## config.mk

```make
export PLATFORM = sky130hd
export DESIGN_NAME = seq_mul_div
export DESIGN_NICKNAME = d
export VERILOG_FILES = /design/src/rtl/npc_pkg.sv /design/src/rtl/md_addsub.sv /design/src/rtl/seq_mul_div.sv
export SDC_FILE = /design/constraint.sdc
export NUM_CORES = 1
export LEC_CHECK = 0
export BUFFER_PORTS_ARGS = -buffer_cell sky130_fd_sc_hd__buf_2
export CAP_MARGIN = 20
export CORE_ASPECT_RATIO = 0.8
export CORE_UTILIZATION = 50
export DETAILED_ROUTE_END_ITERATION = 8
export GPL_ROUTABILITY_DRIVEN = 0
export GPL_TIMING_DRIVEN = 0
export HOLD_SLACK_MARGIN = 0.03
export PLACE_DENSITY = 0.64
export SKIP_LAST_GASP = 1
export SLEW_MARGIN = 40
export SYNTH_ARGS = -nofsm -noshare
export SYNTH_HDL_FRONTEND = slang
export SYNTH_SLANG_ARGS = --single-unit
```

## constraint.sdc

```tcl
create_clock -name clk -period 7 [get_ports clk]
set_input_delay 1.4 -clock clk [delete_from_list [all_inputs] [get_ports clk]]
set_output_delay 1.4 -clock clk [all_outputs]
set_load 0.005 [all_outputs]
```

## src/rtl/npc_pkg.sv

```systemverilog
// Shared definitions for the EXU multiply/divide unit.
//   MD_OP_*    : RV32M funct3 encodings as presented on the op port
//   md_state_t : control states of the iterative unit
package npc_pkg;

  localparam logic [2:0] MD_OP_MUL    = 3'b000;
  localparam logic [2:0] MD_OP_MULH   = 3'b001;
  localparam logic [2:0] MD_OP_MULHSU = 3'b010;
  localparam logic [2:0] MD_OP_MULHU  = 3'b011;
  localparam logic [2:0] MD_OP_DIV    = 3'b100;
  localparam logic [2:0] MD_OP_DIVU   = 3'b101;
  localparam logic [2:0] MD_OP_REM    = 3'b110;
  localparam logic [2:0] MD_OP_REMU   = 3'b111;

  typedef enum logic [1:0] {
    IDLE = 2'd0,
    CALC = 2'd1,
    FIX  = 2'd2,
    DONE = 2'd3
  } md_state_t;

endpackage

```

## src/rtl/md_addsub.sv

```systemverilog
// Combinational W-bit adder/subtractor: sub=0 -> a+b, sub=1 -> a-b.
//   a, b  : operands
//   sub   : select subtraction (two's complement of b with carry-in)
//   sum   : W-bit result
//   carry : carry out; for subtraction 1 means no borrow (a >= b)
module md_addsub #(
  parameter int W = 33
) (
  input  logic [W-1:0] a,
  input  logic [W-1:0] b,
  input  logic         sub,
  output logic [W-1:0] sum,
  output logic         carry
);

  logic [W-1:0] b_eff;

  assign b_eff = sub ? ~b : b;
  assign {carry, sum} = {1'b0, a} + {1'b0, b_eff} + {{W{1'b0}}, sub};

endmodule

```

## src/rtl/seq_mul_div.sv

```systemverilog
// Iterative RV32M multiply/divide unit. One bit of shift-add multiplication or
// restoring division per cycle through a single (XLEN+1)-bit adder; a final FIX
// cycle applies the sign correction through the same adder.
//   clk, rst_n          : clock, asynchronous active-low reset
//   in_valid/in_ready   : request handshake (in_ready only while idle)
//   op, src1, src2      : funct3 and operands
//   flush               : abandon any in-flight or pending operation
//   out_valid/out_ready : result handshake
//   result              : registered rd value, stable until taken
module seq_mul_div import npc_pkg::*; #(
  parameter int XLEN = 32
) (
  input  logic            clk,
  input  logic            rst_n,
  input  logic            in_valid,
  output logic            in_ready,
  input  logic [2:0]      op,
  input  logic [XLEN-1:0] src1,
  input  logic [XLEN-1:0] src2,
  input  logic            flush,
  output logic            out_valid,
  input  logic            out_ready,
  output logic [XLEN-1:0] result
);

  localparam int CW = $clog2(XLEN);
  localparam int W  = XLEN + 1;
  localparam logic [XLEN-1:0] ONE     = {{(XLEN-1){1'b0}}, 1'b1};
  localparam logic [XLEN-1:0] ZERO    = {XLEN{1'b0}};
  localparam logic [XLEN-1:0] ONES    = {XLEN{1'b1}};
  localparam logic [XLEN-1:0] MIN_NEG = {1'b1, {(XLEN-1){1'b0}}};

  md_state_t       state_r, state_nx;
  logic [2:0]      op_r;
  logic            sgn_diff_r;   // product/quotient must be negated
  logic            rem_neg_r;    // dividend was negative
  logic [CW-1:0]   cnt_r;
  logic [2*XLEN-1:0] acc_r;      // product, or {remainder, quotient}
  logic [XLEN-1:0] opd_r;        // multiplicand magnitude, or divisor magnitude
  logic [XLEN-1:0] result_r;

  logic [XLEN-1:0] acc_hi, acc_lo;
  logic            sign1, sign2, neg1, neg2;
  logic [XLEN-1:0] abs1, abs2;
  logic            div_zero, div_ovf, fast;
  logic [XLEN-1:0] fast_val;
  logic [XLEN-1:0] fix_x;
  logic            fix_neg, fix_inc;
  logic [W-1:0]    add_a, add_b, add_sum;
  logic            add_sub, add_carry;

  assign acc_hi    = acc_r[2*XLEN-1:XLEN];
  assign acc_lo    = acc_r[XLEN-1:0];
  assign in_ready  = (state_r == IDLE);
  assign out_valid = (state_r == DONE);
  assign result    = result_r;

  // Decode signedness, magnitudes and fast-path result of the presented request.
  always_comb begin
    sign1 = 1'b0;
    sign2 = 1'b0;
    if (op[2]) begin
      sign1 = ~op[0];
      sign2 = ~op[0];
    end else begin
      sign1 = (op != MD_OP_MULHU);
      sign2 = ~op[1];
    end
    neg1     = sign1 & src1[XLEN-1];
    neg2     = sign2 & src2[XLEN-1];
    abs1     = neg1 ? (~src1 + ONE) : src1;
    abs2     = neg2 ? (~src2 + ONE) : src2;
    div_zero = (src2 == ZERO);
    div_ovf  = ~op[0] & (src1 == MIN_NEG) & (src2 == ONES);
    fast     = op[2] & (div_zero | div_ovf);
    if (div_zero) begin
      fast_val = op[1] ? src1 : ONES;
    end else begin
      fast_val = op[1] ? ZERO : src1;
    end
  end

  // Pick the word FIX returns and how to negate it. The high half of a negated
  // product is ~hi plus the carry out of negating lo, which is 1 only when lo==0.
  always_comb begin
    fix_x   = acc_lo;
    fix_neg = 1'b0;
    fix_inc = 1'b1;
    case (op_r)
      MD_OP_MUL: begin
        fix_x   = acc_lo;
        fix_neg = sgn_diff_r;
      end
      MD_OP_MULH, MD_OP_MULHSU, MD_OP_MULHU: begin
        fix_x   = acc_hi;
        fix_neg = sgn_diff_r;
        fix_inc = (acc_lo == ZERO);
      end
      MD_OP_DIV, MD_OP_DIVU: begin
        fix_x   = acc_lo;
        fix_neg = sgn_diff_r;
      end
      MD_OP_REM, MD_OP_REMU: begin
        fix_x   = acc_hi;
        fix_neg = rem_neg_r;
      end
      default: begin
        fix_x   = acc_lo;
        fix_neg = 1'b0;
      end
    endcase
  end

  // Steer the shared adder: iteration step in CALC, negation in FIX.
  always_comb begin
    add_a   = {W{1'b0}};
    add_b   = {W{1'b0}};
    add_sub = 1'b0;
    case (state_r)
      CALC: begin
        if (op_r[2]) begin
          add_a   = {acc_hi, acc_lo[XLEN-1]};
          add_b   = {1'b0, opd_r};
          add_sub = 1'b1;
        end else begin
          add_a   = {1'b0, acc_hi};
          add_b   = acc_lo[0] ? {1'b0, opd_r} : {W{1'b0}};
          add_sub = 1'b0;
        end
      end
      FIX: begin
        add_a = {1'b0, ~fix_x};
        add_b = {{XLEN{1'b0}}, fix_inc};
      end
      default: begin
        add_a = {W{1'b0}};
      end
    endcase
  end

  md_addsub #(.W(W)) u_addsub (
    .a     (add_a),
    .b     (add_b),
    .sub   (add_sub),
    .sum   (add_sum),
    .carry (add_carry)
  );

  // Next-state logic; flush overrides everything.
  always_comb begin
    state_nx = state_r;
    if (flush) begin
      state_nx = IDLE;
    end else begin
      case (state_r)
        IDLE: begin
          if (in_valid) begin
            state_nx = fast ? DONE : CALC;
          end else begin
            state_nx = IDLE;
          end
        end
        CALC: begin
          if (cnt_r == {CW{1'b0}}) begin
            state_nx = FIX;
          end else begin
            state_nx = CALC;
          end
        end
        FIX:  state_nx = DONE;
        DONE: begin
          if (out_ready) begin
            state_nx = IDLE;
          end else begin
            state_nx = DONE;
          end
        end
        default: state_nx = IDLE;
      endcase
    end
  end

  // State register.
  always_ff @(posedge clk or negedge rst_n) begin
    if (!rst_n) begin
      state_r <= IDLE;
    end else begin
      state_r <= state_nx;
    end
  end

  // Datapath: capture on acceptance, iterate in CALC, sign-correct in FIX.
  always_ff @(posedge clk or negedge rst_n) begin
    if (!rst_n) begin
      op_r       <= 3'd0;
      sgn_diff_r <= 1'b0;
      rem_neg_r  <= 1'b0;
      cnt_r      <= {CW{1'b0}};
      acc_r      <= {(2*XLEN){1'b0}};
      opd_r      <= ZERO;
      result_r   <= ZERO;
    end else begin
      case (state_r)
        IDLE: begin
          if (in_valid && !flush) begin
            op_r       <= op;
            sgn_diff_r <= neg1 ^ neg2;
            rem_neg_r  <= neg1;
            cnt_r      <= CW'(XLEN - 1);
            if (op[2]) begin
              acc_r <= {ZERO, abs1};
              opd_r <= abs2;
            end else begin
              acc_r <= {ZERO, abs2};
              opd_r <= abs1;
            end
            if (fast) begin
              result_r <= fast_val;
            end
          end
        end
        CALC: begin
          if (cnt_r != {CW{1'b0}}) begin
            cnt_r <= cnt_r - {{(CW-1){1'b0}}, 1'b1};
          end
          if (op_r[2]) begin
            // No borrow means the trial subtraction fits: keep it, quotient bit 1.
            if (add_carry) begin
              acc_r <= {add_sum[XLEN-1:0], acc_lo[XLEN-2:0], 1'b1};
            end else begin
              acc_r <= {add_a[XLEN-1:0], acc_lo[XLEN-2:0], 1'b0};
            end
          end else begin
            acc_r <= {add_sum, acc_lo[XLEN-1:1]};
          end
        end
        FIX: begin
          result_r <= fix_neg ? add_sum[XLEN-1:0] : fix_x;
        end
        default: begin
          result_r <= result_r;
        end
      endcase
    end
  end

endmodule

```

==> metrics.yaml <==
global_routing:
  antenna_found_initial: 0
  grt_first_pass_wirelength_um: 86000
  overflow: 0
  first_global_vias: 13865
  track_usage_pct: 42.4
  grt_max_degree: 72
logic_synthesis:
  synthArstFlopShare_pct: 100
  synth.avg_cell_area_um2: 7.36
  syn_area_um2: 13400
  ys_seq_area_share_pct: 26.2
  synth_cell_types: 70
  yosys_warnings: 0
  synth_ff_type: "dfrtp_1"
  synthCells: 1815
  synth_seq_cells: 140
  syn-num-nets: 1928
  synth-edff-count: 0
critical_path:
  slowest_delay_ns: 0.61
  cpMostUsedCell: "buf_2"
  critical_path_buf_inv_count: 7
  path_delay_family: "buffers and inverters"
  critical_path_required_ns: 7.30
  worstSetupStartpointType: "flop"
  crit_slowest_cell: "buf_2"
  worstPathArrival_ns: 7.14
  cp_max_fo: 19
  crit_chain: "buf_2 > clkbuf_1 > buf_2 > buf_1 > nand2_1 > a21oi_1 > ha_1 > clkbuf_1 > a21oi_1 > o21ai_0 > a21o_1 > a21oi_1 > o211ai_1 > nor2_1 > o41ai_2 > o21ai_1 > buf_2 > buf_2 > mux2i_1 > o21ai_0"
  worstSetupEndpointType: "flop"
  crit_type: "flop to flop"
routing:
  drtIter0Drc: 2291
  first_pass_iters: 7
  final_antenna_net_count: 0
  drc: 0
  wl_per_cell_um: 25.1
  wirelength_um: 57800
  routed_via_density: 6.59
  num_vias: 15205
timing:
  period_share_pct: 97.6
  hold_ws_ns: 0.479
  report.final.setup_viol: 0
  slew_viol_final: 0
  rsz0062_at_grt: "no"
  tightestPinTransition_ns: 0.884
  setup_ws_ns: 0.168
  relSlewSlack_pct: 40.6
  min_period_ns: 6.83
  final-hold-violation-count: 0
  max_freq_mhz: 146
  skew_ns: 0.0123
power:
  p_sw_share_pct: 48.7
  ir_worst_vdd_v: 0.000245
  pwr-share-seq_pct: 30.2
  total_power_mw: 5.01
  p_int_mw: 2.57
  p_switching_mw: 2.44
  pwr-share-clk_pct: 19.1
  pwr_density_cell_nw_per_um2: 334
  comb_power_share_pct: 50.6
  leakage_nw: 6.25
cts:
  clk_pin_slew_ns: 0.06
  numCtsBuffers: 17
  holdBufCountCts: 0
  cts_sinks: 140
  cts_buffer_depth: 2
  cts_tree: "done"
  post_cts_buffers: 0
  h-tree-depth: 4
  clk-insertion-delay-late_ns: 0.45
  cts-root-buf: "clkbuf_16"
place:
  port_buffers: 103
  post-place-ws_ns: -0.469
  dp_cells: 2277
  postPlaceCellArea_um2: 14400
  hpwl_um: 46400
final_layout:
  nNetsFinal: 2050
  diodes: 0
  drive_gt1_share_pct: 10.5
  fin_area_um2: 15000
  stdcell_count: 2306
  syn_to_final_growth_pct: 12.2
floorplan:
  die_area_um2: 27400
  fp.coreArea_um2: 26300
  pin_count: 106
  floorplan.rows: 53
  die_width_um: 185
  start_util_pct: 50.9
  fp.dieH_um: 148
job:
  maxCapViolCount: 0
hold_path:
  worstHoldPathType: "flop to flop"
run_status:
  outcome: "completed"
[cells by family (layout without fill, tap and decap cells)]
family          count (synthesis)  after routing  share of synthesized area (%)
xor+xnor                       87             87                           5.70
buf+inv                       169            303                           5.00
mux                           124            124                           9.64
flops                         140            140                           26.2
compound gates                561            561                           25.3
simple gates                  669            669                           22.4
fa+ha+maj                      65             65                           5.69
[through the flow]
step | util (%) | TNS [ns]
3_5_place_dp | 54.8 | -9.95
6_report | 57.1 | 0
3_3_place_gp | 54.5 | -10.11
2_1_floorplan | - | 0
5_1_grt | 57.1 | 0
4_1_cts | 57.1 | 0
[routing by layer]
metal	part of all wire [%]	global-route usage, %	wire, um	vias up
li1	-	-	-	6754
met1	41	59.2	23700	7128
met2	40	59.6	23200	1133
met3	14	14.0	8290	190
met4	4.5	17.2	2630	0
met5	0	0	0	-
[final cells by class]
cell class	count	area, um^2
clock buffer	20	457
tap	357	447
sequential	140	3500
clock inverter	11	143
timing repair buffer	105	573
multi-input combinational	1506	9210
fill	2604	11300
buffer	133	538
inverter	34	128
[worst register-to-register path, stage by stage (launching register included)]
cell      delay (ns)
dfrtp_1         0.36
buf_2           0.48
clkbuf_1        0.61
buf_2           0.62
buf_1           0.40
nand2_1         0.09
a21oi_1         0.47
ha_1            0.34
clkbuf_1        0.19
a21oi_1         0.21
o21ai_0         0.14
a21o_1          0.19
a21oi_1         0.17
o211ai_1        0.15
nor2_1          0.40
o41ai_2         0.20
o21ai_1         0.45
buf_2           0.42
buf_2           0.39
mux2i_1         0.29
o21ai_0         0.11
[cell usage in the layout (no fill, tap or decap), types with 34 or more instances in the layout]
cell type and instances:
mux2_2 37, inv_1 34, ha_1 40, o21ai_0 130
xnor2_1 48, a21oi_1 226, a211oi_1 47, nor2_1 242
nor3_1 34, nand3_1 45, mux2i_1 86, clkbuf_1 101
nand2_1 220, nor2b_1 35, dfrtp_1 140, buf_2 112
xor2_1 39
[repair_timing]
item / CTS / global route
resized for setup: 1 / 6
cloned: 0 / 0
endpoints found under the setup margin: 37 / 27
[cells in the mapped netlist, types with 16 or more instances]
cell type	number	area [um^2]
nor2_1	242	908
a21oi_1	226	1130
nand2_1	220	826
dfrtp_1	140	3500
o21ai_0	130	651
clkbuf_1	104	390
mux2i_1	87	871
xnor2_1	48	420
a211oi_1	47	353
nand3_1	45	225
ha_1	40	500
xor2_1	39	342
mux2_2	37	417
nor2b_1	35	219
nor3_1	35	175
inv_1	34	128
maj3_1	24	240
a21o_1	20	150
o31ai_1	19	143
buf_1	18	67.6
o211ai_1	18	135
or3_1	17	106
nand4_1	16	100
[power by group through the flow]
stage               sequential [mW]  combinational [mW]  clock, mW
finish                         1.51                2.54      0.959
global route                   1.53                2.70      0.987
CTS                            1.48                2.44      0.955
detailed placement             1.50                2.42          0
global placement               1.49                2.39          0
floorplan                      1.34                1.64          0
[sequential cells by signal, summed over array words and instances (netlist names)]
signal,count
acc_r,64
cnt_r,5
op_r,3
opd_r,32
rem_neg_r,1
result,32
sgn_diff_r,1
state_r,2
[path summary, 6_finish.rpt]
kind                            cells after the start                endpoint                   start  slack, ns
worst max-delay path                               20   acc_r[60]$_DFFE_PN0P_     op_r[2]$_DFFE_PN0P_       0.17
worst min-delay path                                1  result[27]$_DFFE_PN0P_  result[27]$_DFFE_PN0P_       0.48
worst max register to register                     20   acc_r[60]$_DFFE_PN0P_     op_r[2]$_DFFE_PN0P_       0.17
worst min register to register                      1  result[27]$_DFFE_PN0P_  result[27]$_DFFE_PN0P_       0.48
max in group asynchronous                           3   opd_r[16]$_DFFE_PN0P_                   rst_n       5.23
min in group asynchronous                           1   result[6]$_DFFE_PN0P_                   rst_n       0.81
(Power assumes the default switching activity.)
